--- config.mk ---
export PLATFORM = sky130hd
export DESIGN_NAME = mem_stage_wait_ctrl
export DESIGN_NICKNAME = d
export VERILOG_FILES = /design/src/rtl/mem_stage_wait_ctrl.sv
export SDC_FILE = /design/constraint.sdc
export NUM_CORES = 2
export LEC_CHECK = 0
export CELL_PAD_IN_SITES_DETAIL_PLACEMENT = 1
export CELL_PAD_IN_SITES_GLOBAL_PLACEMENT = 1
export CORE_ASPECT_RATIO = 0.75
export CORE_MARGIN = 8
export CORE_UTILIZATION = 40
export CTS_BUF_LIST = sky130_fd_sc_hd__clkbuf_4 sky130_fd_sc_hd__clkbuf_8
export CTS_CLUSTER_SIZE = 40
export DETAILED_ROUTE_END_ITERATION = 12
export GPL_TIMING_DRIVEN = 1
export PLACE_DENSITY = 0.66
export RECOVER_POWER = 50
export SLEW_MARGIN = 20
export SYNTH_ARGS = -nofsm -noshare
export SYNTH_HDL_FRONTEND = slang
export SYNTH_SLANG_ARGS = --single-unit
--- constraint.sdc ---
create_clock -name clk -period 4 [get_ports clk]
set_clock_uncertainty 0.05 [all_clocks]
set_input_delay 0.6 -clock clk [delete_from_list [all_inputs] [get_ports clk]]
set_output_delay 0.6 -clock clk [all_outputs]
set_load 0.02 [all_outputs]
--- src/rtl/mem_stage_wait_ctrl.sv ---
// mem_stage_wait_ctrl
//   ARM pipeline MEM stage together with the MEM/WB pipeline register. It performs LDR/STR on a
//   word-addressed data memory and adds a programmable wait-state latency to each access. While
//   an access is in flight, ready is held low so that the upstream stages freeze.
//
// Parameters
//   MEM_BASE     byte address that maps to data-memory word 0
//   DEPTH_WORDS  number of 32-bit words in the data memory
//   WAIT_CYCLES  extra stall cycles per access (1..15)
//
// Ports
//   clk, rst          clock; synchronous active-high reset
//   wb_en_in          write-back enable from the EX stage register
//   mem_r_en_in       load request
//   mem_w_en_in       store request
//   alu_res_in        byte address for memory ops; pass-through result otherwise
//   val_Rm_in         store data
//   dest_in           destination register
//   ready             0 freezes the PC and the IF/ID/EX registers
//   wb_en_hazard_out  combinational copy of wb_en_in for the hazard unit
//   dest_hazard_out   combinational copy of dest_in for the hazard unit
//   wb_en_out, mem_r_en_out, alu_res_out, mem_data_out, dest_out
//                     registered MEM/WB outputs
module mem_stage_wait_ctrl #(
    parameter int unsigned MEM_BASE    = 1024,
    parameter int unsigned DEPTH_WORDS = 64,
    parameter int unsigned WAIT_CYCLES = 4
) (
    input  logic        clk,
    input  logic        rst,
    input  logic        wb_en_in,
    input  logic        mem_r_en_in,
    input  logic        mem_w_en_in,
    input  logic [31:0] alu_res_in,
    input  logic [31:0] val_Rm_in,
    input  logic [3:0]  dest_in,
    output logic        ready,
    output logic        wb_en_hazard_out,
    output logic [3:0]  dest_hazard_out,
    output logic        wb_en_out,
    output logic        mem_r_en_out,
    output logic [31:0] alu_res_out,
    output logic [31:0] mem_data_out,
    output logic [3:0]  dest_out
);

    localparam int unsigned AddrW   = (DEPTH_WORDS > 1) ? $clog2(DEPTH_WORDS) : 1;
    localparam logic [3:0]  CntInit = 4'(WAIT_CYCLES - 1);

    typedef enum logic [1:0] {
        StIdle,
        StWait,
        StDone
    } state_e;

    state_e state_q, state_d;
    logic [3:0] cnt_q, cnt_d;

    logic        req;
    logic        commit;
    logic [31:0] offset;
    logic        in_range;
    logic [AddrW-1:0] idx;
    logic [31:0] load_data;

    logic [31:0] mem_q [DEPTH_WORDS];

    logic        wb_en_q;
    logic        mem_r_en_q;
    logic [31:0] alu_res_q;
    logic [31:0] mem_data_q;
    logic [3:0]  dest_q;

    assign req              = mem_r_en_in | mem_w_en_in;
    assign wb_en_hazard_out = wb_en_in;
    assign dest_hazard_out  = dest_in;

    // Byte-address decode; the two low address bits select a byte lane and are ignored.
    assign offset   = alu_res_in - MEM_BASE;
    assign in_range = (alu_res_in >= MEM_BASE) && ({2'b00, offset[31:2]} < DEPTH_WORDS);
    assign idx      = offset[AddrW+1:2];

    logic unused_offset_lsbs;
    assign unused_offset_lsbs = ^offset[1:0];

    // Store-only and combined read/write accesses return zero so that WB never sees stale
    // load data tagged as the result of a store.
    assign load_data = (mem_r_en_in && !mem_w_en_in && in_range) ? mem_q[idx] : 32'h0;

    always_comb begin
        state_d = state_q;
        cnt_d   = cnt_q;
        ready   = 1'b0;
        commit  = 1'b0;
        unique case (state_q)
            StIdle: begin
                ready = !req;
                if (req) begin
                    state_d = StWait;
                    cnt_d   = CntInit;
                end
            end
            StWait: begin
                if (cnt_q == 4'd0) begin
                    state_d = StDone;
                end else begin
                    cnt_d = cnt_q - 4'd1;
                end
            end
            StDone: begin
                ready   = 1'b1;
                commit  = 1'b1;
                state_d = StIdle;
            end
            default: begin
                state_d = StIdle;
            end
        endcase
    end

    always_ff @(posedge clk) begin
        if (rst) begin
            state_q <= StIdle;
            cnt_q   <= 4'd0;
        end else begin
            state_q <= state_d;
            cnt_q   <= cnt_d;
        end
    end

    // MEM/WB register: a stall inserts a bubble by clearing the enables, data fields hold.
    always_ff @(posedge clk) begin
        if (rst) begin
            wb_en_q    <= 1'b0;
            mem_r_en_q <= 1'b0;
            alu_res_q  <= 32'h0;
            mem_data_q <= 32'h0;
            dest_q     <= 4'h0;
        end else begin
            if (ready) begin
                wb_en_q    <= wb_en_in;
                mem_r_en_q <= mem_r_en_in;
                alu_res_q  <= alu_res_in;
                dest_q     <= dest_in;
            end else begin
                wb_en_q    <= 1'b0;
                mem_r_en_q <= 1'b0;
            end
            if (commit) begin
                mem_data_q <= load_data;
            end
        end
    end

    // Memory array has no reset; a reset during an access abandons the pending store.
    always_ff @(posedge clk) begin
        if (!rst && commit && mem_w_en_in && in_range) begin
            mem_q[idx] <= val_Rm_in;
        end
    end

    assign wb_en_out    = wb_en_q;
    assign mem_r_en_out = mem_r_en_q;
    assign alu_res_out  = alu_res_q;
    assign mem_data_out = mem_data_q;
    assign dest_out     = dest_q;

endmodule

=== Word-level counts from Yosys, hierarchy flattened ===
Memory sizes are Yosys's and may differ from the RTL's.
Index checks and enable logic that the tools add are counted.

* Flip-flop bits (word level): 76
* Memory bits (writable): 2048
* Output and inout bits: 76
* Word-level logic and storage cells: 45
* Memories kept: 1

* Add/subtract/negate cells: 2
* $lt $le $gt $ge: 2
* Equal/unequal tests: 5
* Muxes and demuxes: 11
* Bitwise operators: 2
* Reduce and logical (&&, ||, !) cells: 15

{| class="wikitable"
|+ Memory list
! memory !! depth !! width !! read ports !! clocked after memory_dff !! write ports !! line !! text
|-
| mem_q || 64 || 32 || 1 || 0 || 1 || 66 || <nowiki>logic [31:0] mem_q [DEPTH_WORDS];</nowiki>
|}

{| class="wikitable"
|+ Operators with widths
! cell !! number
|-
| $ge 32x11->1 const B || 1
|-
| $mux 32 || 1
|-
| $sub 32x11->32 const B || 1
|-
| $lt 30x7->1 const B || 1
|-
| $mux 4 || 2
|-
| $pmux 4 s2 || 1
|-
| $logic_and 1x1->1 || 6
|-
| $ne 2x2->1 const B || 3
|-
| $logic_not 4->1 || 1
|-
| $mux 2 || 2
|-
| $pmux 2 s2 || 1
|-
| $sub 4x1->4 const B || 1
|-
| $logic_not 1->1 || 3
|-
| $mux 1 || 3
|-
| $reduce_and 3->1 || 1
|-
| $eq 2x1->1 const B || 1
|-
| $eq 2x2->1 const B || 1
|-
| $logic_not 2->1 || 1
|-
| $pmux 1 s2 || 1
|-
| $reduce_and 2->1 || 1
|-
| $reduce_bool 2->1 || 1
|-
| $reduce_or 2->1 || 1
|-
| $not 1->1 || 1
|-
| $or 1x1->1 || 1
|}

=== Depth between registers and ports, before layout ===
* Word-level depth: 7
* Depth in mapped cells: 13
* Depth with buffers taken out: 8

=== Worst setup path after synthesis ===
Ideal clock, no wire load.

* Kind: in2reg
* Start point: input port alu_res_in[10]
* End point: memory mem_q[16][0], enable pin
* Library setup time: 0.421 ns
* Arrival time: 3.851 ns
* Slack: -0.322 ns
* Cell stages on the path: 8
* Path buffers: 1
* Path through: nor4_4 > nand2_1 > or3_1 > o41ai_1 > and4_1 > buf_4 > nand4_1 > nor2_1

* Word-level cells in the longest chain between the ends: 6

{| class="wikitable"
|+ RTL lines
! item !! line !! text
|-
| start: declaration || 34 || <nowiki>input logic [31:0] alu_res_in,</nowiki>
|-
| $sub 32x11->32 || 79 || <nowiki>assign offset = alu_res_in - MEM_BASE;</nowiki>
|-
| $lt 30x7->1 || 80 || <nowiki>assign in_range = (alu_res_in >= MEM_BASE) && ({2'b00, offset[31:2]} < DEPTH_WORDS);</nowiki>
|-
| $logic_and 1x1->1 (*) || 80 ||
|-
| $logic_and 1x1->1 (*) || 157 || <nowiki>if (!rst && commit && mem_w_en_in && in_range) begin</nowiki>
|-
| $mux 1 (*) || 157 ||
|-
| $mux 1 (not written as such) (*) || 158 || <nowiki>mem_q[idx] <= val_Rm_in;</nowiki>
|-
| end: declaration || 66 ||
|}

Mark *: on every way between the ends. The rest lies on a longest branch, timed or not.

=== Final worst setup path ===
* Start point: input port val_Rm_in[17]
* End point: memory mem_q[43][17], data pin

{| class="wikitable"
|+ RTL lines
! item !! line !! text
|-
| start: declaration || 35 || <nowiki>input logic [31:0] val_Rm_in,</nowiki>
|}

Straight into the memory's write port.

==> key figures <==
Run status
  – Status: complete, but fails checks
  – Violations in the final reports: max-capacitance violations, max-slew violations

Critical path
  – Crit end category: flip-flop
  – Crit path buf inv count: 1
  – Slowest CP cell: clkbuf_1
  – CP max FO: 65
  – Arrival @ worst endpoint: 3760 ps
  – Worst Reg-to-Reg Cells: 8
  – Worst path required time: 4030 ps
  – R2r endpoint: mem_data_out[29]
  – Crit Path Category: in2reg
  – Worst r2r src: state_q[0]
  – Flop2flop setup slack: 910 ps
  – Crit-path leading delay family: buffers and inverters
  – Largest stage delay, worst path: roughly 3000 ps
  – Startpoint types: input pin
  – Worst path cell trace: clkbuf_1

STA
  – Final Hold Vio Count: 0
  – Worst-Margin Slew: 4462 ps
  – Fin. max-slew vios: 2097
  – Unrepaired setup endpoints after global routing: no
  – # setup viols final: 0
  – Fin crit share: 93.34%
  – Slew margin rel.: -197.5%
  – Tmin final: 3734 ps
  – Fmax: 267.8 MHz

Hold path
  – Worst Hold Depth: 3
  – HP Start: alu_res_in[0]
  – Tightest Hold Check Type: in2reg
  – Hold path endpoint: alu_res_out[0]

Yosys
  – Synth Instances: 4634
  – Post-synth net total: around 4700
  – Top_reg_cell synth: edfxtp_1
  – Avg Inst Size Synth: 17.60 um^2
  – YS warnings: 0
  – Yosys cell types: 75
  – FF+latch count, synth: 2124
  – Register area share after synthesis: 77.28%
  – Mapped Area: approximately 82000 um^2
  – Post-synth EDFFs: 2048
  – Asr flop ratio synth: 0%

Global route
  – GRT Total Usage: 27.91%
  – First-pass GRT wire length: ~430 mm
  – Vias in the first global route: 51313
  – Total gr overflow: 0
  – Initial antenna violation count: 25
  – Largest net degree at the start of global routing: 76

Routing
  – Vias per cell: 6.301
  – Drt pass-1 iters: 6
  – Post-DR wirelength/cell: 37.97 um
  – Total number of vias: about 52000
  – Final antenna-violating net count: 0
  – Detailed Route WL: 312.5 mm
  – 1st-iter DRT viols: 8271
  – Remaining DRCs: 0

Clock network
  – Setup Buffers After CTS: 0
  – CTS resizes: 0
  – TritonCTS Sinks: ~2100
  – Maximum buffer depth of the clock tree: 4
  – Clk pin slew, worst setup/hold paths: 60 ps
  – CTS tree: built
  – Root Buffer Master: clkbuf_8
  – Num CTS Buffers: 323
  – Clock Latency Late Sink: 950 ps
  – Htree depth: 5
  – CTS Hold Buffers Added: 1

Power
  – Static leakage: 31.81 nW
  – Power per cell area: 470.2 nW/um^2
  – Tot Pwr: 45.83 mW
  – Maximum VDD drop: 437.5 uV

Finish
  – Finished Layout Cells: 8232
  – Fillers: between 15000 and 20000
  – Layout cell share with drive strength beyond 1: 26.64%
  – Layout area overhead: 19.53%
  – Nets: approximately 5400

Floorplanning
  – Die area: 218700 um^2
  – Die width: 537.4 um
  – Core area: 202500 um^2
  – Ports: between 100 and 150
  – # rows: 143
  – Initial Util: 40.26%
  – Die height: 407.0 um

Place
  – HPWL Detailed: 201.5 mm
  – Placed cells: 7667
  – PortBufs: 148
  – Routability cong.: 0.9380

Run
  – Max_cap viols: 36
-- layout by cell type (no fill, tap or decap), drive strengths merged, types with 12 or more instances in the layout --
cell type,instances
edfxtp,2048
buf,512
clkbuf,492
o22ai,288
mux2i,267
mux2,246
nand2,230
nor2,216
a21oi,205
o21ai,118
o221ai,110
mux4,105
clkinv,87
clkdlybuf4s50,85
a22oi,76
dfxtp,76
a221oi,33
dlygate4sd3,29
a211oi,27
o211ai,18
nor2b,18
o31ai,17
a222oi,17
nand3,16
a22o,14
a2bb2oi,13
nor3,12
-- stage by stage --
step / utilization [%] / TNS (ps) / setup slack (ps) / hold WS, ps / instance area [um^2]
CTS: 48.19 / 0 / 726.3 / 83.53 / 97600
global route: 48.12 / 0 / 285.8 / 147.8 / 97460
finish: 48.13 / 0 / 266.4 / 155.3 / 97470
floorplan: - / -574930 / -321.9 / 421.3 / 81550
detailed placement: 45.11 / -160820 / -232.2 / 399.9 / 91380
global placement: 45.11 / -204020 / -268.9 / 392.7 / 91360
-- sequential cells by signal, indices dropped and copies added, names as in the netlist --
name	cells
mem_q	2048
alu_res_out	32
mem_data_out	32
cnt_q	4
dest_out	4
state_q	2
mem_r_en_out	1
wb_en_out	1
-- cell families after synthesis --
| group | Yosys count | share of synthesized area (%) |
|---|---|---|
| buf+inv | 323 | 1.864 |
| fa+ha+maj | 2 | 0.03068 |
| flops | 2124 | 77.28 |
| mux | 618 | 9.575 |
| simple gates | 559 | 2.991 |
| xor+xnor | 4 | 0.04297 |
| compound gates | 1004 | 8.214 |
-- synth_stat cells, types with 9 or more instances --
cell	n	share of area, %
o31ai_1	17	0.16
a211oi_1	27	0.25
o21ai_0	118	0.72
nand2_1	230	1.1
a22oi_1	76	0.70
a21oi_1	205	1.3
nor2_1	216	0.99
mux4_2	105	2.9
a221oi_1	33	0.35
a32oi_1	9	0.097
o221ai_1	110	1.2
o22ai_1	288	2.2
buf_4	22	0.20
a2bb2oi_1	13	0.14
buf_1	28	0.13
a31oi_1	11	0.084
a221o_1	11	0.14
a22o_1	14	0.15
nor2b_1	18	0.14
a222oi_1	17	0.21
nand3_1	15	0.092
o211ai_1	18	0.17
mux2_2	246	3.4
buf_2	124	0.76
clkbuf_1	132	0.61
mux2i_1	267	3.3
dfxtp_1	76	1.9
nor3_1	11	0.068
edfxtp_1	2048	75
-- area by class of cell --
type | count | area, um^2 | share of cell area (%)
Inverter | 8 | 37.54 | 0.03851
Antenna cell | 10 | 25.02 | 0.02567
Clock buffer | 452 | 5570 | 5.715
Timing Repair Buffer | 667 | 7224 | 7.412
Sequential cell | 2124 | 63020 | 64.65
Multi-Input combinational cell | 2187 | 17600 | 18.05
Tap cell | 2682 | 3356 | 3.443
Clock inverter | 102 | 643.1 | 0.6598
-- worst max-delay path by stage --
stage,from,end,slack [ps],cells after the start
after global routing,alu_res_in[11],mem_data_out[29],290,11
after CTS,alu_res_in[11],mem_q[30][20],730,11
after floorplan,alu_res_in[10],mem_q[56][0],-320,8
after global placement,alu_res_in[11],mem_q[30][25],-270,11
after detailed placement,alu_res_in[11],mem_q[30][13],-230,11
final,val_Rm_in[17],mem_q[43][17],270,1
-- worst register-to-register path: stages, from the launching register on --
cell and delay (ps):
dfxtp_1 400, and2b_2 290, nand3_1 190, or3_1 150, nor3_2 40, nand4_2 100, clkbuf_1 1330, nor4_1 210
a21o_1 230
-- where the power goes --
part / internal (mW) / leakage [nW] / switching (mW) / total (mW)
clock network: 9.41 / 3.30 / 8.65 / 18.1
logic: 0.961 / 9.50 / 2.32 / 3.28
registers: 24.5 / 19.0 / 0.0228 / 24.5
total: 34.8 / 31.8 / 11.0 / 45.8
-- routing by layer --
metal | vias up | track usage (%) | share of wire [%]
met5 | - | 0 | 0.013
met4 | 8 | 11.08 | 4.8
met3 | 720 | 8.883 | 13
met2 | 3830 | 40.70 | 43
met1 | 27114 | 38.97 | 39
li1 | 20200 | - | -
No activity file was read; power rests on OpenSTA's default activity.
